--- config.mk ---
export PLATFORM = sky130hd
export DESIGN_NAME = alu_sequencer_flat
export DESIGN_NICKNAME = d
export VERILOG_FILES = /design/src/rtl/alu_sequencer_if.sv /design/src/rtl/alu_sequencer.sv /design/src/flat_wrapper.sv
export SDC_FILE = /design/constraint.sdc
export NUM_CORES = 1
export LEC_CHECK = 0
export CAP_MARGIN = 40
export CORE_ASPECT_RATIO = 1.5
export CORE_MARGIN = 2
export CORE_UTILIZATION = 27
export CTS_BUF_LIST = sky130_fd_sc_hd__clkbuf_4 sky130_fd_sc_hd__clkbuf_8
export DETAILED_ROUTE_END_ITERATION = 10
export GPL_TIMING_DRIVEN = 1
export RECOVER_POWER = 50
export REMOVE_ABC_BUFFERS = 1
export SYNTH_ARGS = -nofsm -noshare
export SYNTH_HDL_FRONTEND = slang
export SYNTH_SLANG_ARGS = --single-unit
--- constraint.sdc ---
create_clock -name clk -period 2.5 [get_ports clk]
set_clock_uncertainty 0.2 [all_clocks]
set_input_delay 0.5 -clock clk [delete_from_list [all_inputs] [get_ports clk]]
set_output_delay 0.5 -clock clk [all_outputs]
set_load 0.03 [all_outputs]
--- src/rtl/alu_sequencer_if.sv ---
// Request/response handshakes and logic-unit operand/strobe bus of the ALU sequencer.
// The slave modport is the sequencer side. The master modport is the decoder/consumer/logic-unit side.
interface alu_sequencer_if;
    logic        req_valid;
    logic        req_ready;
    logic [3:0]  req_op;
    logic [15:0] req_a;
    logic [15:0] req_b;
    logic        rsp_valid;
    logic        rsp_ready;
    logic [15:0] rsp_data;
    logic        rsp_err;
    logic [15:0] bus1;
    logic [15:0] bus2;
    logic [15:0] bus3;
    logic        pass, pass_high, push, push_high;
    logic        add, sub, inc, dec, mul, shr, shl, band, bor, bxor, bnegate;

    modport slave (
        input  req_valid, req_op, req_a, req_b, rsp_ready, bus3,
        output req_ready, rsp_valid, rsp_data, rsp_err, bus1, bus2,
        output pass, pass_high, push, push_high,
        output add, sub, inc, dec, mul, shr, shl, band, bor, bxor, bnegate
    );

    modport master (
        output req_valid, req_op, req_a, req_b, rsp_ready, bus3,
        input  req_ready, rsp_valid, rsp_data, rsp_err, bus1, bus2,
        input  pass, pass_high, push, push_high,
        input  add, sub, inc, dec, mul, shr, shl, band, bor, bxor, bnegate
    );
endinterface

--- src/rtl/alu_sequencer.sv ---
// Issue-side controller for the 16-bit logic unit: it takes one request at a time, strobes the unit,
// fetches the result from bus3 and returns it over a valid/ready response handshake.
module alu_sequencer (
    input  logic            clk,
    input  logic            rst_n,
    alu_sequencer_if.slave  io
);
    typedef enum logic [2:0] {S_IDLE, S_EXEC, S_FETCH, S_PASS, S_RESP} state_t;

    state_t      state_q;
    logic [3:0]  op_q;
    logic [15:0] b_q;
    logic        req_ready_q;
    logic        rsp_valid_q;
    logic        rsp_err_q;
    logic [15:0] rsp_data_q;
    logic [15:0] bus1_q;
    logic [15:0] bus2_q;
    logic [10:0] op_strb_q;
    logic        pass_q;
    logic        pass_high_q;
    logic        push_q;
    logic [10:0] op_dec;
    logic        accept;

    // One-hot decode of the incoming opcode; bit i is the strobe for opcode i.
    for (genvar gi = 0; gi < 11; gi++) begin : g_dec
        assign op_dec[gi] = (io.req_op == 4'(gi));
    end

    assign accept = (state_q == S_IDLE) && req_ready_q && io.req_valid;

    always_ff @(posedge clk or negedge rst_n) begin
        if (!rst_n) begin
            state_q     <= S_IDLE;
            op_q        <= 4'd0;
            b_q         <= 16'd0;
            req_ready_q <= 1'b0;
            rsp_valid_q <= 1'b0;
            rsp_err_q   <= 1'b0;
            rsp_data_q  <= 16'd0;
            bus1_q      <= 16'd0;
            bus2_q      <= 16'd0;
            op_strb_q   <= 11'd0;
            pass_q      <= 1'b0;
            pass_high_q <= 1'b0;
            push_q      <= 1'b0;
        end else begin
            // Strobes and buses are single-cycle pulses unless a state sets them below.
            op_strb_q   <= 11'd0;
            pass_q      <= 1'b0;
            pass_high_q <= 1'b0;
            push_q      <= 1'b0;
            bus1_q      <= 16'd0;
            bus2_q      <= 16'd0;
            case (state_q)
                S_IDLE: begin
                    req_ready_q <= !accept;
                    if (accept) begin
                        op_q <= io.req_op;
                        b_q  <= io.req_b;
                        if (io.req_op <= 4'd10) begin
                            state_q   <= S_EXEC;
                            bus1_q    <= io.req_a;
                            bus2_q    <= io.req_b;
                            op_strb_q <= op_dec;
                        end else if (io.req_op == 4'd11) begin
                            state_q <= S_PASS;
                            pass_q  <= 1'b1;
                            bus1_q  <= io.req_a;
                        end else if (io.req_op == 4'd12) begin
                            state_q     <= S_PASS;
                            pass_high_q <= 1'b1;
                            bus2_q      <= io.req_b;
                        end else begin
                            state_q     <= S_RESP;
                            rsp_valid_q <= 1'b1;
                            rsp_err_q   <= 1'b1;
                            rsp_data_q  <= 16'd0;
                        end
                    end
                end
                S_EXEC: begin
                    state_q <= S_FETCH;
                    push_q  <= 1'b1;
                end
                S_FETCH: begin
                    state_q     <= S_RESP;
                    rsp_data_q  <= io.bus3;
                    rsp_err_q   <= 1'b0;
                    rsp_valid_q <= 1'b1;
                end
                S_PASS: begin
                    // passB never depends on the unit's output, so B is returned from the local copy.
                    state_q     <= S_RESP;
                    rsp_data_q  <= (op_q == 4'd12) ? b_q : io.bus3;
                    rsp_err_q   <= 1'b0;
                    rsp_valid_q <= 1'b1;
                end
                S_RESP: begin
                    if (io.rsp_ready) begin
                        state_q     <= S_IDLE;
                        rsp_valid_q <= 1'b0;
                        req_ready_q <= 1'b1;
                    end
                end
                default: begin
                    state_q     <= S_IDLE;
                    req_ready_q <= 1'b0;
                    rsp_valid_q <= 1'b0;
                end
            endcase
        end
    end

    assign io.req_ready = req_ready_q;
    assign io.rsp_valid = rsp_valid_q;
    assign io.rsp_data  = rsp_data_q;
    assign io.rsp_err   = rsp_err_q;
    assign io.bus1      = bus1_q;
    assign io.bus2      = bus2_q;
    assign io.pass      = pass_q;
    assign io.pass_high = pass_high_q;
    assign io.push      = push_q;
    assign io.push_high = 1'b0;
    assign io.add       = op_strb_q[0];
    assign io.sub       = op_strb_q[1];
    assign io.inc       = op_strb_q[2];
    assign io.dec       = op_strb_q[3];
    assign io.mul       = op_strb_q[4];
    assign io.shr       = op_strb_q[5];
    assign io.shl       = op_strb_q[6];
    assign io.band      = op_strb_q[7];
    assign io.bor       = op_strb_q[8];
    assign io.bxor      = op_strb_q[9];
    assign io.bnegate   = op_strb_q[10];
endmodule

--- src/flat_wrapper.sv ---
// flat-port wrapper written by rule: the top's interface ports become plain ports
module alu_sequencer_flat 
  (clk, rst_n, io_req_valid, io_req_op, io_req_a, io_req_b, io_rsp_ready, io_bus3, io_req_ready, io_rsp_valid, io_rsp_data, io_rsp_err, io_bus1, io_bus2, io_pass, io_pass_high, io_push, io_push_high, io_add, io_sub, io_inc, io_dec, io_mul, io_shr, io_shl, io_band, io_bor, io_bxor, io_bnegate);
  alu_sequencer_if io_i ();
  input  logic clk;
  input  logic rst_n;
  input wire logic [$bits(io_i.req_valid)-1:0] io_req_valid;
  input wire logic [$bits(io_i.req_op)-1:0] io_req_op;
  input wire logic [$bits(io_i.req_a)-1:0] io_req_a;
  input wire logic [$bits(io_i.req_b)-1:0] io_req_b;
  input wire logic [$bits(io_i.rsp_ready)-1:0] io_rsp_ready;
  input wire logic [$bits(io_i.bus3)-1:0] io_bus3;
  output wire logic [$bits(io_i.req_ready)-1:0] io_req_ready;
  output wire logic [$bits(io_i.rsp_valid)-1:0] io_rsp_valid;
  output wire logic [$bits(io_i.rsp_data)-1:0] io_rsp_data;
  output wire logic [$bits(io_i.rsp_err)-1:0] io_rsp_err;
  output wire logic [$bits(io_i.bus1)-1:0] io_bus1;
  output wire logic [$bits(io_i.bus2)-1:0] io_bus2;
  output wire logic [$bits(io_i.pass)-1:0] io_pass;
  output wire logic [$bits(io_i.pass_high)-1:0] io_pass_high;
  output wire logic [$bits(io_i.push)-1:0] io_push;
  output wire logic [$bits(io_i.push_high)-1:0] io_push_high;
  output wire logic [$bits(io_i.add)-1:0] io_add;
  output wire logic [$bits(io_i.sub)-1:0] io_sub;
  output wire logic [$bits(io_i.inc)-1:0] io_inc;
  output wire logic [$bits(io_i.dec)-1:0] io_dec;
  output wire logic [$bits(io_i.mul)-1:0] io_mul;
  output wire logic [$bits(io_i.shr)-1:0] io_shr;
  output wire logic [$bits(io_i.shl)-1:0] io_shl;
  output wire logic [$bits(io_i.band)-1:0] io_band;
  output wire logic [$bits(io_i.bor)-1:0] io_bor;
  output wire logic [$bits(io_i.bxor)-1:0] io_bxor;
  output wire logic [$bits(io_i.bnegate)-1:0] io_bnegate;
  assign io_i.req_valid = io_req_valid;
  assign io_i.req_op = io_req_op;
  assign io_i.req_a = io_req_a;
  assign io_i.req_b = io_req_b;
  assign io_i.rsp_ready = io_rsp_ready;
  assign io_i.bus3 = io_bus3;
  assign io_req_ready = io_i.req_ready;
  assign io_rsp_valid = io_i.rsp_valid;
  assign io_rsp_data = io_i.rsp_data;
  assign io_rsp_err = io_i.rsp_err;
  assign io_bus1 = io_i.bus1;
  assign io_bus2 = io_i.bus2;
  assign io_pass = io_i.pass;
  assign io_pass_high = io_i.pass_high;
  assign io_push = io_i.push;
  assign io_push_high = io_i.push_high;
  assign io_add = io_i.add;
  assign io_sub = io_i.sub;
  assign io_inc = io_i.inc;
  assign io_dec = io_i.dec;
  assign io_mul = io_i.mul;
  assign io_shr = io_i.shr;
  assign io_shl = io_i.shl;
  assign io_band = io_i.band;
  assign io_bor = io_i.bor;
  assign io_bxor = io_i.bxor;
  assign io_bnegate = io_i.bnegate;
  alu_sequencer u_core (.clk(clk), .rst_n(rst_n), .io(io_i));
endmodule
==> results of run 1 <==
[area by class of cell]
type	instances	area, um2
fillers	1272	7740
flip-flops and latches	88	2200
repair buffers	131	1310
multi-input cells	152	1080
well taps	159	199
clock buffers	11	151
clock inverters	5	78.8
inverters	18	67.6
[kinds of logic after synthesis]
| logic type | Yosys count |
|---|---|
| AOI/OAI and AO/OA | 27 |
| adders and majority gates | 1 |
| buffers and inverters | 42 |
| DFF | 88 |
| muxes | 20 |
| other | 1 |
| and+or+nand+nor | 103 |
[metrics by stage]
stage	cell area [um2]	worst slack (ns)	hold WS, ns	total power [mW]
global placement	4880	0.219	0.233	4.15
detailed placement	4880	0.169	0.237	4.21
CTS	5120	0.191	0.308	5.35
floorplan	3370	-0.154	0.00441	3.27
global route	5090	0.162	0.328	5.57
finish	5090	0.240	0.300	5.24
[what timing repair did]
| action | 4_1_cts | 5_1_grt |
|---|---|---|
| buffers inserted | 0 | 0 |
| hold endpoints to repair | 23 | 0 |
| resized for setup | 0 | 0 |
| hold buffers | 1 | 0 |
[cell usage in the layout, fill, tap and decap left out, types with 2 or more instances in the layout]
cell	synthesis	layout
clkbuf_8	0	11
nand2_1	19	19
a211oi_1	2	2
nor4_1	4	4
nor3_1	3	4
nand4b_1	2	2
clkdlybuf4s50_1	0	117
inv_1	18	18
buf_12	0	2
bufinv_16	0	2
o221ai_1	16	16
a2bb2oi_1	2	2
dfrtp_1	88	88
nand2b_1	3	3
mux2_1	3	3
and3_1	17	18
buf_4	4	8
and2_1	17	16
and3b_1	2	2
dlygate4sd3_1	0	3
nor2_1	11	11
clkinv_2	0	2
nand4_1	16	16
mux2_2	16	16
[critical path, delay by kind of cell]
kind / cells / cell delay [ns]
buffers and inverters: 2 / 0.80
muxes: 1 / 0.35
and+or+nand+nor: 2 / 0.65
[sequential cells by signal, summed over array words and instances (netlist names)]
name and cells:
u_core.io.pass 1, u_core.io.push 1, u_core.state_q 3, u_core.io.rsp_valid 1, u_core.b_q 16, u_core.op_strb_q 11
u_core.io.rsp_err 1, u_core.io.rsp_data 16, u_core.io.req_ready 1, u_core.io.pass_high 1, u_core.io.bus2 16, u_core.io.bus1 16
u_core.op_q 4
[final timing paths]
kind                              startpoint  cells after the start  slack (ns)                   to
setup / recovery                io_req_valid                      5        0.24        u_core.b_q[4]
hold / removal             u_core.io.rsp_err                      1        0.30    u_core.io.rsp_err
setup reg to reg           u_core.state_q[2]                      4        0.33        u_core.b_q[4]
hold reg to reg            u_core.io.rsp_err                      1        0.30    u_core.io.rsp_err
max in group asynchronous              rst_n                      3        0.48    u_core.io.bus1[5]
min in group asynchronous              rst_n                      2        0.39  u_core.io.req_ready
[per-layer routing]
layer / track usage, % / routed length (um) / vias to the layer above
met5: 0 / 0 / -
met4: 5.56 / 140 / 0
met3: 4.09 / 658 / 10
met2: 21.2 / 4150 / 101
met1: 15.3 / 3460 / 1244
li1: - / - / 1219
[report_power, final]
group          total, mW  internal [mW]  switching, mW  leakage (nW)
sequential          2.10           1.84          0.260          1.14
clock               1.12          0.616          0.505         0.119
combinational       2.02          0.938           1.08         0.960
total               5.24           3.39           1.85          2.22
==> results by group, run 1 <==
Critical path
  • Slowest stage cell on the critical path: dlygate4sd3_1
  • Startpoint Class: primary input
  • Req. time, crit path: 2.54 ns
  • Crit Path Category: primary input to flip-flop
  • Crit Path Max Fanout: 25
  • CP endpoint kind: flip-flop
  • CP arrival: 2.30 ns
  • Crit-path cells: dlygate4sd3_1 > nand3b_1 > nor3_1 > buf_12 > mux2_2
  • Max incr delay on CP: 0.57 ns

Layout
  • # diodes: 0
  • Fraction of layout instances using a drive strength above 1: 12.1%
  • Final Core Density: between 30% and 40%
  • Area Overhead vs Synth: 44.8%
  • Final #Nets: roughly 460
  • Layout Cells excl Fill: 564

Placement
  • Placed cell count: 547
  • Post-DP HPWL: 6190 um
  • Global placement routability congestion: 0.758
  • Port bufs: 120

Synth
  • Post-synthesis adder-cell area fraction: 0.285%
  • Cells after Synth: ~280
  • Syn Area/Cell: 12.5 um2
  • Post-synthesis mux area share: 6.51%
  • Synthesized area: 3510 um2
  • Synth Area in XOR/XNOR: 0%
  • Seq/Total Area, Yosys: about 63%
  • Top cells by area in the synthesized netlist: dfrtp_1, mux2_2, o221ai_1, and2_1, and3_1
  • Post-synth EDFFs: 0
  • Simple-Gate Fraction of Synth Area: between 15 and 20%
  • Post-synth top area share: between 60% and 70%
  • Commonest cells in the synthesized netlist: dfrtp_1, nand2_1, inv_1, and2_1, and3_1
  • Post-synth cell types: between 40 and 50
  • Main combinational cell family by area after synthesis: simple AND/OR/NAND/NOR gates
  • Yosys warns: 0
  • Dominant cell type by area after synthesis: dfrtp_1
  • Count leader, synth: dfrtp_1
  • #FFs+latches synth: 88
  • Top_reg_cell synth: dfrtp_1
  • Fraction of registers with async set/reset: 100%
  • Synth Area in Compound Gates: 6.80%

Clocking
  • CTS root buffer: clkbuf_8
  • CTS H-tree depth: 3
  • Worst-Skew Late Latency: ~0.36 ns
  • Total clock buffers created by CTS: 9
  • Clk buf depth: 2
  • CTS clock-pin slew for the worst setup and hold paths: ~0.080 ns
  • CTS tree: done
  • Clk sinks: 88

Routing
  • # DRC: 0
  • Via count: around 2600
  • Iteration-0 DRC Markers: 81
  • Vias per cell: 4.56
  • Total iterations of the first detailed-routing run: 4
  • Routed Antenna Nets: 0
  • Post-Route WL: around 8400 um
  • Drt wl/cell: 14.9 um

Die
  • Core area: between 10000 and 15000 um2
  • IO Count: 122
  • Total die area: 14000 um2
  • DIE WIDTH: 97.2 um
  • Row count: 51
  • Initial Util: 27.4%
  • Die Span Y: 144 um

STA
  • Relative slew slack: 33.2%
  • Crit share post-route: 90.4%
  • Minimum clock period: 2.26 ns
  • Setup TNS: 0 ns
  • Fmax: between 400 and 500 MHz
  • Final setup vio count: 0
  • Slew @ Worst Pin: 1.00 ns
  • Slew Limit Fails: 0
  • Unrepaired setup endpoints after global routing: false
  • Final hold vios: 0

Power
  • P_leak: 2.22 nW
  • Power density over the cells: 1030 nW/um2
  • Peak supply drop: between 0.3 and 0.4 mV

GRT
  • Global Route Usage Sum: roughly an eighth
  • GRT overflow: 0
  • Vias in the first global route: 2772
  • Largest net degree at the start of global routing: 46
  • First-pass GRT wire length: 14200 um
  • Initial antenna violation count: 0

Worst hold path
  • Worst hold path type: flip-flop to flip-flop

Flow run
  • Max_cap viols: 0

Outcome
  • Status: finished clean
Note: power is estimated with default switching activity, not from simulation.
==> inputs of run 2 (changes only) <==
Settings changed: CORE_MARGIN 2 to 1.5.
==> run 2 against run 1 <==
- maximum frequency fell by 2.1%
- non-clock buffer count stayed put
- die area shrank 1.7%
- global-route usage is 0.47 points higher
==> results by group, run 2 (synthesis gave the netlist of run 1 again) <==
Die
  • Total die area: 13700 um2 (-1.7%)
  • Initial Util: 28.0% (+0.55 points)
  • Die Span Y: 143 um (-0.70%)
  • IO Count: 122 (unchanged)
  • Row count: 50 (-2.0%)
  • Core area: 12600 um2 (-2.0%)
  • DIE WIDTH: 96.2 um (-1.0%)

Clocking
  • Clk buf depth: 2 (unchanged)
  • CTS Hold Buffers Added: 1 (unchanged)
  • Worst-Skew Late Latency: 0.36 ns (about the same)
  • CTS root buffer: clkbuf_8
  • Post-cts sizing count: 0 (unchanged)
  • CTS tree: done
  • Total clock buffers created by CTS: 9 (unchanged)
  • CTS clock-pin slew for the worst setup and hold paths: 0.09 ns (about the same)
  • Clk sinks: 88 (unchanged)
  • CTS H-tree depth: 3 (unchanged)
  • Setup bufs post-CTS: 0 (unchanged)

Layout
  • Area Overhead vs Synth: 43.7%
  • Fraction of layout instances using a drive strength above 1: 11.9% (-0.25 points)
  • Register area: 2200 um2 (unchanged)
  • Multi-input gate area: 1080 um2 (-0.23%)
  • Commonest non-fill, non-tap cell in the layout: clkdlybuf4s50_1
  • Fillers: 1230 (-3.3%)
  • # diodes: 0 (unchanged)
  • Final #Nets: 456 (unchanged)
  • Most frequent cells in the layout: clkdlybuf4s50_1, dfrtp_1, nand2_1

STA
  • Unrepaired setup endpoints after global routing: false
  • Final setup vio count: 0 (unchanged)
  • Fmax: 433 MHz (-2.1%)
  • Final Worst Setup Slack: 0.193 ns (-0.0476 ns)
  • Crit share post-route: 92.3% (+1.9 points)
  • Final hold vios: 0 (unchanged)
  • Relative slew slack: 25.6% (-7.6 points)
  • Slew Limit Fails: 0 (unchanged)
  • Slew @ Worst Pin: 1.12 ns (+0.113 ns)
  • Minimum clock period: 2.31 ns (+0.0476 ns)
  • Hold slack final: 0.301 ns (+0.00100 ns)

GRT
  • First-pass GRT wire length: 13600 um (-4.4%)
  • Global Route Usage Sum: 13.3% (+0.47 points)
  • Met1 usage: 15.4% (+0.074 points)
  • M3 GR Usage: 3.09% (-1.0 points)
  • Top Usage Layer GRT: met2
  • Vias in the first global route: 2669 (-3.7%)
  • Largest net degree at the start of global routing: 45 (-2.2%)
  • GRT overflow: 0 (unchanged)
  • Initial antenna violation count: 0 (unchanged)
  • Met2 Use GR: 22.8% (+1.6 points)

Critical path
  • Slowest stage cell on the critical path: dlygate4sd3_1
  • Crit Path Category: primary input to flip-flop
  • CP Launch Point: io_req_valid
  • Req. time, crit path: 2.54 ns (about the same)
  • CP arrival: 2.34 ns (+0.04 ns)
  • Crit-path cells: dlygate4sd3_1 > nand3b_1 > nor3_1 > buf_12 > mux2_1
  • Crit Path Max Fanout: 25 (unchanged)
  • Cell family with most CP delay: buffers and inverters
  • Startpoint Class: primary input
  • R2r startpoint: u_core.state_q[2]
  • CP endpoint kind: flip-flop
  • Buf/Inv on CP: 2 (unchanged)
  • Max incr delay on CP: 0.59 ns (+0.02 ns)

Routing
  • Post-Route WL: 8550 um (+1.6%)
  • Drt wl/cell: 15.2 um (+2.1%)
  • Total iterations of the first detailed-routing run: 4 (unchanged)
  • Via count: 2562 (-0.47%)
  • Routed Antenna Nets: 0 (unchanged)
  • # DRC: 0 (unchanged)
  • Vias per cell: 4.57 (about the same)
  • Iteration-0 DRC Markers: 80 (-1.2%)

Placement
  • Global placement routability congestion: 0.737 (-2.7%)
  • Port bufs: 120 (unchanged)
  • Pre-CTS WS: 0.140 ns (-0.0289 ns)
  • Post-DP HPWL: 6280 um (+1.5%)

Power
  • P_leak: 2.19 nW (-1.3%)
  • Peak supply drop: 0.377 mV (+11%)
  • Power density over the cells: 1010 nW/um2 (-1.6%)

Worst hold path
  • Hold path startpoint: u_core.io.rsp_err
  • Worst hold path type: flip-flop to flip-flop

Flow run
  • Max_cap viols: 0 (unchanged)

Outcome
  • Status: finished clean
## run 2: layout make-up
| cell class | count | share of cell area (%) |
|---|---|---|
| clock buffer | 10 | 2.72 |
| clock inverter | 6 | 1.34 |
| inverter | 18 | 1.34 |
| multi-input combinational | 152 | 21.4 |
| sequential | 88 | 43.6 |
| tap | 156 | 3.86 |
| timing repair buffer | 131 | 25.7 |
## run 2: final timing paths
path	to	slack (ns)	cells past startpoint
min in group asynchronous	u_core.io.bus2[4]	0.68	2
max	u_core.b_q[12]	0.19	5
max in group asynchronous	u_core.io.req_ready	0.40	3
min	u_core.io.rsp_err	0.30	1
min reg2reg	u_core.io.rsp_err	0.30	1
max reg2reg	u_core.b_q[12]	0.32	4
## run 2: per-layer routing
| metal | vias up | wire [um] | share of wire, % |
|---|---|---|---|
| met3 | 12 | 571 | 6.7 |
| met5 | - | 0 | 0 |
| met1 | 1244 | 3420 | 40 |
| met2 | 89 | 4400 | 51 |
| li1 | 1217 | - | - |
| met4 | 0 | 158 | 1.8 |
## run 2: worst register-to-register path, stage by stage, from the launching register on
cell and delay, ns:
dfrtp_1 0.49, nand3b_1 0.35, nor3_1 0.44, buf_12 0.23, mux2_1 0.35
## run 2: where the power goes
group	switching, mW	internal [mW]	total (mW)
clock network	0.516	0.492	1.01
logic	1.09	0.929	2.02
registers	0.250	1.84	2.09
total	1.86	3.26	5.12
## run 2: stage by stage
step	TNS (ns)	instance area, um2	util (%)	power (mW)	std cells
after floorplan	-2.46	3370	-	3.27	258
after global placement	0	4880	38.8	4.16	544
after detailed placement	0	4880	38.8	4.21	544
after CTS	0	5090	40.5	5.24	561
after global routing	0	5050	40.2	5.44	561
final	0	5050	40.2	5.12	561
